<file path="src/rtl/fir3_seq_ctrl.sv">
// fir3_seq_ctrl: sequencer for the 3-way parallel direct-form FIR datapath.
// Loads exactly 3*(N/3) coefficients per configuration, then feeds sample
// triplets, and produces a y_valid strobe aligned with the datapath outputs.
// Optional feature macro: FIR3_CTRL_WARMUP_EN. When defined, y_valid is held
// low after each load until M starts have refilled the delay line.
module fir3_seq_ctrl #(
  parameter int N = 99
) (
  input  logic        clk,
  input  logic        rst,
  input  logic        cfg_req,
  input  logic        coeff_valid,
  input  logic [15:0] coeff_data,
  output logic        coeff_ready,
  input  logic        smp_valid,
  input  logic [15:0] smp_x0,
  input  logic [15:0] smp_x1,
  input  logic [15:0] smp_x2,
  output logic        smp_ready,
  output logic [15:0] fir_coeff_in,
  output logic        fir_load_coeff,
  output logic [15:0] fir_x0,
  output logic [15:0] fir_x1,
  output logic [15:0] fir_x2,
  output logic        fir_start,
  output logic        y_valid,
  output logic        coeff_loaded,
  output logic        busy
);

  localparam int M      = N / 3;
  localparam int NC     = 3 * M;
  localparam int CIDX_W = $clog2(NC);
  localparam logic [CIDX_W-1:0] CIDX_LAST = CIDX_W'(NC - 1);

  localparam logic [1:0] IDLE  = 2'd0;
  localparam logic [1:0] LOAD  = 2'd1;
  localparam logic [1:0] RUN   = 2'd2;
  localparam logic [1:0] DRAIN = 2'd3;

  logic [1:0]        state_q, state_d;
  logic [CIDX_W-1:0] cidx_q, cidx_d;
  logic              coeff_loaded_q, coeff_loaded_d;
  logic [15:0]       fir_coeff_in_q, fir_coeff_in_d;
  logic              fir_load_coeff_q, fir_load_coeff_d;
  logic [15:0]       fir_x0_q, fir_x0_d;
  logic [15:0]       fir_x1_q, fir_x1_d;
  logic [15:0]       fir_x2_q, fir_x2_d;
  logic              fir_start_q, fir_start_d;
  logic              y_valid_q, y_valid_d;

  logic coeff_acc;
  logic smp_acc;
  logic load_begin;

  // Handshakes: cfg_req in RUN blocks a simultaneous sample so it cannot slip in.
  assign coeff_ready = (state_q == LOAD);
  assign smp_ready   = (state_q == RUN) && !cfg_req;
  assign coeff_acc   = coeff_valid && coeff_ready;
  assign smp_acc     = smp_valid && smp_ready;
  assign load_begin  = ((state_q == IDLE) && cfg_req) || (state_q == DRAIN);

  // Control FSM: state, coefficient index and the coeff_loaded flag.
  always_comb begin
    // NOTE: every combinational output gets a default first, so no path
    // through the case leaves it unassigned and no latch is inferred.
    state_d        = state_q;
    cidx_d         = cidx_q;
    coeff_loaded_d = coeff_loaded_q;
    case (state_q)
      IDLE: begin
        if (cfg_req) begin
          coeff_loaded_d = 1'b0;
          cidx_d         = '0;
          state_d        = LOAD;
        end
      end
      LOAD: begin
        // cfg_req is deliberately ignored: the datapath's own index only
        // resynchronises at 3*M or on rst, so a load must run to completion.
        if (coeff_acc) begin
          if (cidx_q == CIDX_LAST) begin
            cidx_d         = '0;
            coeff_loaded_d = 1'b1;
            state_d        = RUN;
          end else begin
            cidx_d = cidx_q + CIDX_W'(1);
          end
        end
      end
      RUN: begin
        if (cfg_req) state_d = DRAIN;
      end
      DRAIN: begin
        // One cycle lets the last fir_start retire before coefficients change.
        coeff_loaded_d = 1'b0;
        cidx_d         = '0;
        state_d        = LOAD;
      end
      default: state_d = IDLE;
    endcase
  end

  // Datapath pin registers: capture on accept, hold otherwise.
  always_comb begin
    fir_coeff_in_d   = coeff_acc ? coeff_data : fir_coeff_in_q;
    fir_load_coeff_d = coeff_acc;
    fir_x0_d         = smp_acc ? smp_x0 : fir_x0_q;
    fir_x1_d         = smp_acc ? smp_x1 : fir_x1_q;
    fir_x2_d         = smp_acc ? smp_x2 : fir_x2_q;
    fir_start_d      = smp_acc;
  end

`ifdef FIR3_CTRL_WARMUP_EN
  localparam int WARM_W = $clog2(M + 1);
  localparam logic [WARM_W-1:0] WARM_LAST = WARM_W'(M - 1);

  logic [WARM_W-1:0] warm_cnt_q, warm_cnt_d;
  logic              warm_ok;

  assign warm_ok = (warm_cnt_q == WARM_LAST);

  // Warm-up: count starts since the last load, saturating once M-1 earlier
  // starts have gone by; the M-th start and later ones produce y_valid.
  always_comb begin
    warm_cnt_d = warm_cnt_q;
    if (load_begin) begin
      warm_cnt_d = '0;
    end else if (fir_start_q && !warm_ok) begin
      warm_cnt_d = warm_cnt_q + WARM_W'(1);
    end
    y_valid_d = fir_start_q && warm_ok;
  end

  // Warm-up counter register.
  always_ff @(posedge clk or posedge rst) begin
    if (rst) warm_cnt_q <= '0;
    else     warm_cnt_q <= warm_cnt_d;
  end
`else
  // Every start yields a result one register later.
  always_comb begin
    y_valid_d = fir_start_q;
  end
`endif

  // State and output registers.
  always_ff @(posedge clk or posedge rst) begin
    // NOTE: sequential state uses non-blocking assignments so every register
    // samples its pre-edge inputs regardless of statement order.
    if (rst) begin
      state_q          <= IDLE;
      cidx_q           <= '0;
      coeff_loaded_q   <= 1'b0;
      fir_coeff_in_q   <= '0;
      fir_load_coeff_q <= 1'b0;
      fir_x0_q         <= '0;
      fir_x1_q         <= '0;
      fir_x2_q         <= '0;
      fir_start_q      <= 1'b0;
      y_valid_q        <= 1'b0;
    end else begin
      state_q          <= state_d;
      cidx_q           <= cidx_d;
      coeff_loaded_q   <= coeff_loaded_d;
      fir_coeff_in_q   <= fir_coeff_in_d;
      fir_load_coeff_q <= fir_load_coeff_d;
      fir_x0_q         <= fir_x0_d;
      fir_x1_q         <= fir_x1_d;
      fir_x2_q         <= fir_x2_d;
      fir_start_q      <= fir_start_d;
      y_valid_q        <= y_valid_d;
    end
  end

  // load_begin is only consumed by the warm-up counter.
  logic unused_load_begin;
  assign unused_load_begin = load_begin;

  assign fir_coeff_in   = fir_coeff_in_q;
  assign fir_load_coeff = fir_load_coeff_q;
  assign fir_x0         = fir_x0_q;
  assign fir_x1         = fir_x1_q;
  assign fir_x2         = fir_x2_q;
  assign fir_start      = fir_start_q;
  assign y_valid        = y_valid_q;
  assign coeff_loaded   = coeff_loaded_q;
  assign busy           = (state_q != IDLE);

endmodule
</file>
<file path="config.mk">
export PLATFORM = sky130hd
export DESIGN_NAME = fir3_seq_ctrl
export DESIGN_NICKNAME = d
export VERILOG_FILES = /design/src/rtl/fir3_seq_ctrl.sv
export SDC_FILE = /design/constraint.sdc
export NUM_CORES = 1
export LEC_CHECK = 0
export ABC_CLOCK_PERIOD_IN_PS = 2200
export CORE_MARGIN = 2
export CORE_UTILIZATION = 39
export CTS_BUF_LIST = sky130_fd_sc_hd__clkbuf_8
export CTS_CLUSTER_SIZE = 8
export DETAILED_ROUTE_END_ITERATION = 10
export PLACE_DENSITY = 0.79
export SLEW_MARGIN = 15
export SYNTH_ARGS = -nofsm -noshare
export SYNTH_HDL_FRONTEND = slang
export SYNTH_SLANG_ARGS = --single-unit
export TNS_END_PERCENT = 20
</file>
<file path="constraint.sdc">
create_clock -name clk -period 2.2 [get_ports clk]
set_input_delay 0.33 -clock clk [delete_from_list [all_inputs] [get_ports clk]]
set_output_delay 0.33 -clock clk [all_outputs]
set_load 0.05 [all_outputs]
</file>
==> flow_summary.json, run 1 <==
{
  "outcome": "completed",
  "max_slew.worst_pin.slew_ps": 538,
  "hpwl_dp_um": 5200,
  "timing.final.crit_share": 0.840,
  "drtAntennaViolNets": 0,
  "timing_hold_violations_final": 0,
  "ctsResizeCount": 0,
  "floorplan.rows": 32,
  "grt_first_pass_wirelength_um": 11500,
  "post_cts.repair.setup_buffers": 0,
  "crit-reg2reg-launch": "state_q[0]",
  "clock_slew_at_the_register_clock_pins_of_the_worst_setup_and_hold_paths_ps": 80,
  "hold_buffers": 0,
  "critical_path_buf_inv_count": 3,
  "placeableCoreArea_um2": 7730,
  "max_clock_freq_mhz": 541,
  "power_leakage_nw": 2.15,
  "final_layout_size_suffix_gt1_frac": 0.240,
  "antenna_cells": 0,
  "wirelength_routed_um": 7060,
  "die_w_um": 93.5,
  "critical-path-slowest-cell": "sky130_fd_sc_hd__dfrtp_1",
  "finish.instance_area_um2": 4870,
  "clk_root_buffer_cell": "sky130_fd_sc_hd__clkbuf_8",
  "synth.ff_latch_count": 77,
  "grt_usage": 0.170,
  "die_area_um2": 8740,
  "drt_iter0_drc": 71,
  "timing.critical_path.to_type": "output pin",
  "synth.lib_cells_used.distinct": 30,
  "pwr_density_cell_nw_per_um2": 1620,
  "synth_top_cells_by_area": "sky130_fd_sc_hd__dfrtp_1 62%, sky130_fd_sc_hd__mux2_2 22%, sky130_fd_sc_hd__ha_1 2.8%",
  "via_count_of_the_first_global_routing_pass": 2326,
  "ir_worst_vdd_mv": 0.959,
  "period_needed_ps": 1850,
  "fin_skew_ps": 13.8,
  "setup_viol": 0,
  "critical-path-top-delay-family": "buffers and inverters",
  "cts_made_buffers": 9,
  "drcViolationCount": 0,
  "globalRouteOverflowTotal": 0,
  "rsz0062_at_grt": "no",
  "postPlaceCellArea_um2": 4690,
  "fin_hold_ws_ps": 293,
  "crit_path_max_fanout": 7,
  "routed-via-count": 2230,
  "slew_headroom": 0.640,
  "cp.arrival_ps": 1520,
  "numClockSinks": 77,
  "startpoint": "state_q[1]",
  "wl_per_cell_um": 15.1,
  "grt_start_max_net_pins": 67,
  "critPathLaunchType": "flop",
  "critical_path.most_common_cell": "sky130_fd_sc_hd__buf_4",
  "antenna_violations_before_repair": 0,
  "chipHeight_um": 93.5,
  "initial_util": 0.404,
  "async_reset_ff_frac": 1.00,
  "pin_count": 140,
  "clock_tree.buffer_depth": 2,
  "timing.critical_path.slowest_cell_delay_ps": 410,
  "synthDominantAreaCellType": "sky130_fd_sc_hd__dfrtp_1",
  "worst_hold_path_type": "input pin to asynchronous set/reset pin",
  "fin_setup_tns_ps": 0,
  "netlist_instances": 215,
  "syn_avg_cell_area_um2": 14.5,
  "synth_seq_area_share": 0.617,
  "setup.worst_path.class": "flop to output pin",
  "critPathRequiredTime_ps": 1870,
  "area_growth_syn_to_layout_pct": 56.0,
  "clock_insertion_delay_worst_skew_ps": 330,
  "final_max_slew_viol_count": 0,
  "crit_path_cell_trace": "inv_1, ha_1, buf_4, buf_4",
  "mappedNetlistArea_um2": 3120,
  "avgViaCountPerCell": 4.76,
  "net_count_of_the_mapped_netlist": 291,
  "drt-pass1-iter-count": 4,
  "yosysWarningCount": 0,
  "portBuffers": 139,
  "place.gp.congestion": 0.834,
  "fin_nets": 437,
  "synth_top_flop_cell": "sky130_fd_sc_hd__dfrtp_1",
  "number_of_synthesized_flops_with_an_enable_pin": 0,
  "cts.htree.levels": 3,
  "timing.max_cap.violations": 0,
  "netlist.area_leader.share": 0.617,
  "tritoncts": "built"
}
[metrics by stage]
stage	cells	total power, W	utilization	setup WS (ps)
final	468	0.00790	0.630	351
after global routing	468	0.00828	0.630	242
after CTS	468	0.00798	0.630	313
after detailed placement	452	0.00696	0.606	319
after floorplan	215	0.00536	-	83.6
after global placement	452	0.00685	0.606	338
[registers in the layout (all words and copies together), names as in the netlist]
signal          flops
fir_coeff_in       16
fir_x0             16
fir_x1             16
fir_x2             16
cidx_q              7
state_q             2
coeff_loaded        1
fir_load_coeff      1
fir_start           1
y_valid             1
[synth_stat cells, types with 2 or more instances]
cell,number
sky130_fd_sc_hd__nand2_1,12
sky130_fd_sc_hd__dfrtp_1,77
sky130_fd_sc_hd__o21ai_0,2
sky130_fd_sc_hd__a31oi_1,2
sky130_fd_sc_hd__buf_2,7
sky130_fd_sc_hd__nor2b_1,2
sky130_fd_sc_hd__nand3_1,4
sky130_fd_sc_hd__mux2_2,61
sky130_fd_sc_hd__nand4_1,4
sky130_fd_sc_hd__nor2_1,6
sky130_fd_sc_hd__ha_1,7
sky130_fd_sc_hd__a32o_1,2
sky130_fd_sc_hd__a21oi_1,2
sky130_fd_sc_hd__mux2_1,3
sky130_fd_sc_hd__inv_1,9
[report_power, final]
group          leakage (nW)  switching (W)  total (W)  internal, W
combinational          1.08        0.00286    0.00457      0.00171
sequential            0.960       0.000314    0.00233      0.00202
clock                 0.107       0.000487   0.000998     0.000511
total                  2.15        0.00366    0.00790      0.00424
[worst paths after layout]
kind	to	slack, ps	cells past startpoint
max in group asynchronous	state_q[0]	1280	3
worst min register to register	y_valid	380	0
worst min-delay path	fir_x2[9]	290	2
worst max register to register	cidx_q[6]	420	6
worst max-delay path	coeff_ready	350	4
min in group clk	y_valid	380	0
[cells in the final DEF, fill, tap and decap left out, drive strengths merged, types with 2 or more instances in the layout]
cell	count
ha	7
a31oi	2
clkbuf	9
nand3	4
dfrtp	77
nor2b	2
o21ai	2
buf	8
a32o	2
nor2	6
inv	11
mux2	65
clkinv	3
nand4	4
clkdlybuf4s50	136
nand2	12
a21oi	2
[per-layer routing]
metal | global-route usage | up-vias | wire [um]
met5 | 0 | - | 0
met4 | 0.0625 | 0 | 93
met3 | 0.0564 | 8 | 604
met2 | 0.281 | 81 | 3620
met1 | 0.206 | 1100 | 2740
li1 | - | 1041 | -
[layout make-up]
| cell class | count | area, um2 |
|---|---|---|
| tap | 102 | 128 |
| sequential | 77 | 1930 |
| timing repair buffer | 144 | 1470 |
| fill | 631 | 2860 |
| clock inverter | 7 | 60.1 |
| inverter | 9 | 37.5 |
| clock buffer | 9 | 124 |
| multi-input combinational | 120 | 1120 |
[cells by family after synthesis]
group | after synthesis | synth area share
AND/OR/NAND/NOR | 33 | 0.0565
buffers and inverters | 18 | 0.0248
AO/OA/AOI/OAI | 14 | 0.0345
flip-flops | 77 | 0.617
multiplexers | 66 | 0.239
adder cells (fa/ha/maj) | 7 | 0.0281
No activity file was read; power rests on OpenSTA's default activity.
==> inputs of run 2 (changes only) <==
Settings changed: ABC_CLOCK_PERIOD_IN_PS 2200 to 1850, CORE_UTILIZATION 39 to 43, PLACE_DENSITY 0.79 to 0.82.
Clock period 2.2 ns to 1.85 ns, I/O delays scaled along.
==> run 2 against run 1 <==
  * Die area decreased by 8.9%
  * Non-clock buffer count increased by 4
  * Flip-flop and latch count unchanged
  * Largest power group unchanged
  * Worst setup slack got worse by 300 ps
  * Sequential share of layout area decreased by 0.41 points
  * Core utilization increased by 5.9 points
  * Critical endpoint is now fir_x0[9]
  * Clock power increased by 22%
==> flow_summary.json, run 2 (same netlist as run 1, synthesis figures left out) <==
{
  "grt_first_pass_wirelength_um": 10600,
  "routed-via-count": 2272,
  "cts.htree.levels": 3,
  "critical-path-top-delay-family": "buffers and inverters",
  "clock_tree.buffer_depth": 2,
  "pin_count": 140,
  "antenna_violations_before_repair": 0,
  "final.fill_count": 542,
  "pwr_density_cell_nw_per_um2": 1930,
  "die_w_um": 89.2,
  "floorplan.rows": 31,
  "drcViolationCount": 0,
  "timing.critical_path.slowest_cell_delay_ps": 820,
  "ff2ff_path_depth": 6,
  "crit-reg2reg-launch": "state_q[0]",
  "worst_hold_path_type": "input pin to asynchronous set/reset pin",
  "crit_path_cell_trace": "clkdlybuf4s50_1",
  "area_growth_syn_to_layout_pct": 57.6,
  "avgViaCountPerCell": 4.87,
  "fin_total_pwr_w": 0.00952,
  "layout.cells.most_common": "sky130_fd_sc_hd__clkdlybuf4s50_1",
  "ir_worst_vdd_mv": 1.27,
  "max_slew.worst_pin.slew_ps": 552,
  "globalRouteOverflowTotal": 0,
  "post_cts.repair.setup_buffers": 0,
  "hold_buffers": 0,
  "die_area_um2": 7960,
  "power_leakage_nw": 2.21,
  "drt_iter0_drc": 57,
  "wl_per_cell_um": 14.8,
  "timing_hold_violations_final": 0,
  "timing.final.crit_share": 0.970,
  "drt-pass1-iter-count": 4,
  "critical_path_buf_inv_count": 1,
  "critPathRequiredTime_ps": 1570,
  "initial_util": 0.437,
  "drtAntennaViolNets": 0,
  "timing.max_cap.violations": 0,
  "grt_start_max_net_pins": 43,
  "final_layout_size_suffix_gt1_frac": 0.255,
  "r2r_slack_ps": 100,
  "clock_slew_at_the_register_clock_pins_of_the_worst_setup_and_hold_paths_ps": 80,
  "crit_path_max_fanout": 2,
  "hpwl_dp_um": 5180,
  "cp.arrival_ps": 1520,
  "critPathLaunchType": "flop",
  "clk_root_buffer_cell": "sky130_fd_sc_hd__clkbuf_8",
  "ctsResizeCount": 0,
  "placeableCoreArea_um2": 7140,
  "fin_nets": 441,
  "clock_insertion_delay_worst_skew_ps": 340,
  "most-common-layout-cells": "132 x sky130_fd_sc_hd__clkdlybuf4s50_1, 77 x sky130_fd_sc_hd__dfrtp_1, 61 x sky130_fd_sc_hd__mux2_2",
  "portBuffers": 139,
  "fin_skew_ps": 4.83,
  "timing.critical_path.to_type": "output pin",
  "via_count_of_the_first_global_routing_pass": 2249,
  "slew_headroom": 0.632,
  "grt_usage": 0.178,
  "max_clock_freq_mhz": 557,
  "final_max_slew_viol_count": 0,
  "chipHeight_um": 89.2,
  "outcome": "completed",
  "timing.rr.end": "cidx_q[6]",
  "numClockSinks": 77,
  "cts_made_buffers": 9,
  "setup_viol": 0,
  "period_needed_ps": 1790,
  "place.gp.congestion": 0.844,
  "wirelength_routed_um": 6910,
  "utilization": 0.690,
  "antenna_cells": 0,
  "critical-path-slowest-cell": "sky130_fd_sc_hd__clkdlybuf4s50_1",
  "fin_hold_ws_ps": 347,
  "tritoncts": "built",
  "rsz0062_at_grt": "no",
  "setup.worst_path.class": "flop to output pin"
}
run 2: routing by layer:
| metal | wire length, um | global-route usage |
|---|---|---|
| met4 | 74 | 0.0624 |
| met5 | 0 | 0 |
| met2 | 3550 | 0.286 |
| met3 | 564 | 0.0785 |
| met1 | 2720 | 0.213 |
run 2: through the flow:
stage	cells	setup slack, ps	setup TNS (ps)	instance area (um2)
after floorplan	215	-182	-1400	3140
after global placement	453	72.0	0	4730
after detailed placement	453	36.1	0	4730
after CTS	467	29.6	0	4910
after global routing	467	1.17	0	4920
final	467	55.9	0	4920
run 2: worst max path at each step:
stage / from / endpoint / slack, ps / cells after the start
after floorplan: state_q[1] / cidx_q[6] / -180 / 5
after global placement: cfg_req / cidx_q[6] / 70 / 5
after detailed placement: cfg_req / cidx_q[6] / 40 / 5
after CTS: fir_x0[6] / fir_x0[6] / 30 / 1
after global routing: fir_x0[10] / fir_x0[10] / 1 / 1
final: fir_x0[9] / fir_x0[9] / 60 / 1
run 2: final cells by class:
class	count	area (um2)	area share
multi-input cells	120	1130	0.229
repair buffers	148	1520	0.309
flip-flops and latches	77	1930	0.392
well taps	99	124	0.0252
inverters	9	37.5	0.00763
clock buffers	10	138	0.0280
clock inverters	4	48.8	0.00992
run 2: power breakdown:
| part | internal [W] | switching, W |
|---|---|---|
| clock network | 0.000645 | 0.000571 |
| registers | 0.00240 | 0.000369 |
| logic | 0.00211 | 0.00342 |
==> inputs of run 3 (changes only) <==
Settings changed: CELL_PAD_IN_SITES_DETAIL_PLACEMENT set to 1, CELL_PAD_IN_SITES_GLOBAL_PLACEMENT set to 1, CORE_UTILIZATION 43 to 33, PLACE_DENSITY 0.82 to 0.81.
==> run 3 against run 2 <==
  * Highest routed layer unchanged
  * Critical path depth is the same
  * Worst setup slack lost 8.6 ps
  * Design area is essentially flat
  * Critical path type unchanged
==> flow_summary.json, run 3 (same netlist as run 1, synthesis figures left out) <==
{
  "drt_iter0_drc": 32,
  "chipHeight_um": 101,
  "max_slew.worst_pin.slew_ps": 532,
  "post_cts.repair.setup_buffers": 0,
  "layout.cells.most_common": "sky130_fd_sc_hd__clkdlybuf4s50_1",
  "timing.critical_path.to_type": "output pin",
  "final_max_slew_viol_count": 0,
  "clk_root_buffer_cell": "sky130_fd_sc_hd__clkbuf_8",
  "grt_start_max_net_pins": 78,
  "fin_skew_ps": 8.61,
  "critical_path_buf_inv_count": 1,
  "r2r_slack_ps": 150,
  "die_w_um": 101,
  "antenna_violations_before_repair": 0,
  "grt_usage": 0.160,
  "worst_hold_path_type": "input pin to asynchronous set/reset pin",
  "place.gp.congestion": 0.807,
  "clock_slew_at_the_register_clock_pins_of_the_worst_setup_and_hold_paths_ps": 80,
  "pwr_density_cell_nw_per_um2": 1910,
  "setup_viol": 0,
  "critPathRequiredTime_ps": 1570,
  "globalRouteOverflowTotal": 0,
  "timing.max_cap.violations": 0,
  "hold_buffers": 0,
  "timing.rr.end": "cidx_q[6]",
  "final.fill_count": 966,
  "cp.arrival_ps": 1530,
  "met3_length_um": 554,
  "ir_worst_vdd_mv": 0.915,
  "critical-path-slowest-cell": "sky130_fd_sc_hd__clkdlybuf4s50_1",
  "drcViolationCount": 0,
  "ctsResizeCount": 0,
  "routed_met1_length_um": 3110,
  "grt_first_pass_wirelength_um": 12700,
  "tritoncts": "built",
  "p_comb_frac": 0.588,
  "outcome": "completed",
  "slew_headroom": 0.644,
  "power_leakage_nw": 2.27,
  "drt-pass1-iter-count": 4,
  "portBuffers": 139,
  "numClockSinks": 77,
  "timing.critical_path.slowest_cell_delay_ps": 820,
  "crit_path_cell_trace": "clkdlybuf4s50_1",
  "wl_per_cell_um": 16.4,
  "most-common-layout-cells": "121 x sky130_fd_sc_hd__clkdlybuf4s50_1, 77 x sky130_fd_sc_hd__dfrtp_1, 61 x sky130_fd_sc_hd__mux2_2",
  "cts.htree.levels": 3,
  "power.share.clock": 0.118,
  "timing_hold_violations_final": 0,
  "cts_made_buffers": 9,
  "critPathLaunchType": "flop",
  "crit-reg2reg-launch": "state_q[0]",
  "drtAntennaViolNets": 0,
  "finish.instance_area_um2": 4920,
  "sw_frac_of_total": 0.472,
  "netSwitchingPower_w": 0.00445,
  "fin_nets": 440,
  "routed-via-count": 2275,
  "hpwl_dp_um": 5840,
  "timing.final.crit_share": 0.974,
  "period_needed_ps": 1800,
  "antenna_cells": 0,
  "clock_tree.buffer_depth": 2,
  "seq_power_share": 0.294,
  "max_clock_freq_mhz": 555,
  "route.top_layer_used": "met4",
  "die_area_um2": 10300,
  "fin_setup_tns_ps": 0,
  "rsz0062_at_grt": "no",
  "internal_power_w": 0.00497,
  "wirelength_routed_um": 7900,
  "initial_util": 0.339,
  "ff2ff_path_depth": 6,
  "crit_path_max_fanout": 2,
  "postPlaceCellArea_um2": 4720,
  "placeableCoreArea_um2": 9200,
  "critical-path-top-delay-family": "buffers and inverters",
  "final_layout_size_suffix_gt1_frac": 0.271,
  "floorplan.rows": 35,
  "via_count_of_the_first_global_routing_pass": 2561,
  "clock_insertion_delay_worst_skew_ps": 340,
  "utilization": 0.535,
  "setup.worst_path.class": "flop to output pin",
  "pin_count": 140,
  "met2_routed_length_um": 4110,
  "area_growth_syn_to_layout_pct": 57.7,
  "avgViaCountPerCell": 4.74,
  "fin_hold_ws_ps": 386
}
run 3: changes by cell type in the layout (fill, tap and decap cells not counted), moves of 3 or more:
cell / change
sky130_fd_sc_hd__buf_4: +3
sky130_fd_sc_hd__clkdlybuf4s50_1: -11
sky130_fd_sc_hd__clkinvlp_4: +4
sky130_fd_sc_hd__dlymetal6s2s_1: +7
run 3: layout make-up:
cell class              count  area, um2  share of cell area
well taps                 111        139              0.0282
clock buffers               9        124              0.0252
flip-flops and latches     77       1930               0.391
repair buffers            147       1520               0.309
clock inverters             7       43.8             0.00889
multi-input cells         120       1130               0.230
inverters                   9       37.5             0.00762
run 3: worst max path at each step:
stage / startpoint / end / slack, ps / cells after the start
floorplan: state_q[1] / cidx_q[6] / -180 / 5
global placement: cfg_req / cidx_q[6] / 70 / 5
detailed placement: cfg_req / cidx_q[6] / 50 / 5
CTS: fir_x2[4] / fir_x2[4] / 10 / 1
global route: fir_x1[5] / fir_x1[5] / 2 / 1
finish: fir_x2[11] / fir_x2[11] / 50 / 1
run 3: routing by layer:
| layer | GRT usage | up-vias |
|---|---|---|
| li1 | - | 1047 |
| met1 | 0.185 | 1141 |
| met2 | 0.277 | 76 |
| met3 | 0.0531 | 11 |
| met4 | 0.0572 | 0 |
| met5 | 0 | - |
run 3: power by group through the flow:
| stage | combinational, W | clock [W] | sequential, W |
|---|---|---|---|
| after floorplan | 0.00123 | 0 | 0.00515 |
| after global placement | 0.00551 | 0 | 0.00276 |
| after detailed placement | 0.00559 | 0 | 0.00282 |
| after CTS | 0.00560 | 0.00116 | 0.00279 |
| after global routing | 0.00579 | 0.00123 | 0.00288 |
| final | 0.00554 | 0.00111 | 0.00277 |
run 3: per-stage QoR:
step / power (W) / instances / worst slack, ps
floorplan: 0.00638 / 215 / -182
global placement: 0.00827 / 464 / 65.5
detailed placement: 0.00841 / 464 / 51.2
CTS: 0.00956 / 480 / 11.1
global route: 0.00990 / 480 / 2.07
finish: 0.00942 / 480 / 47.3
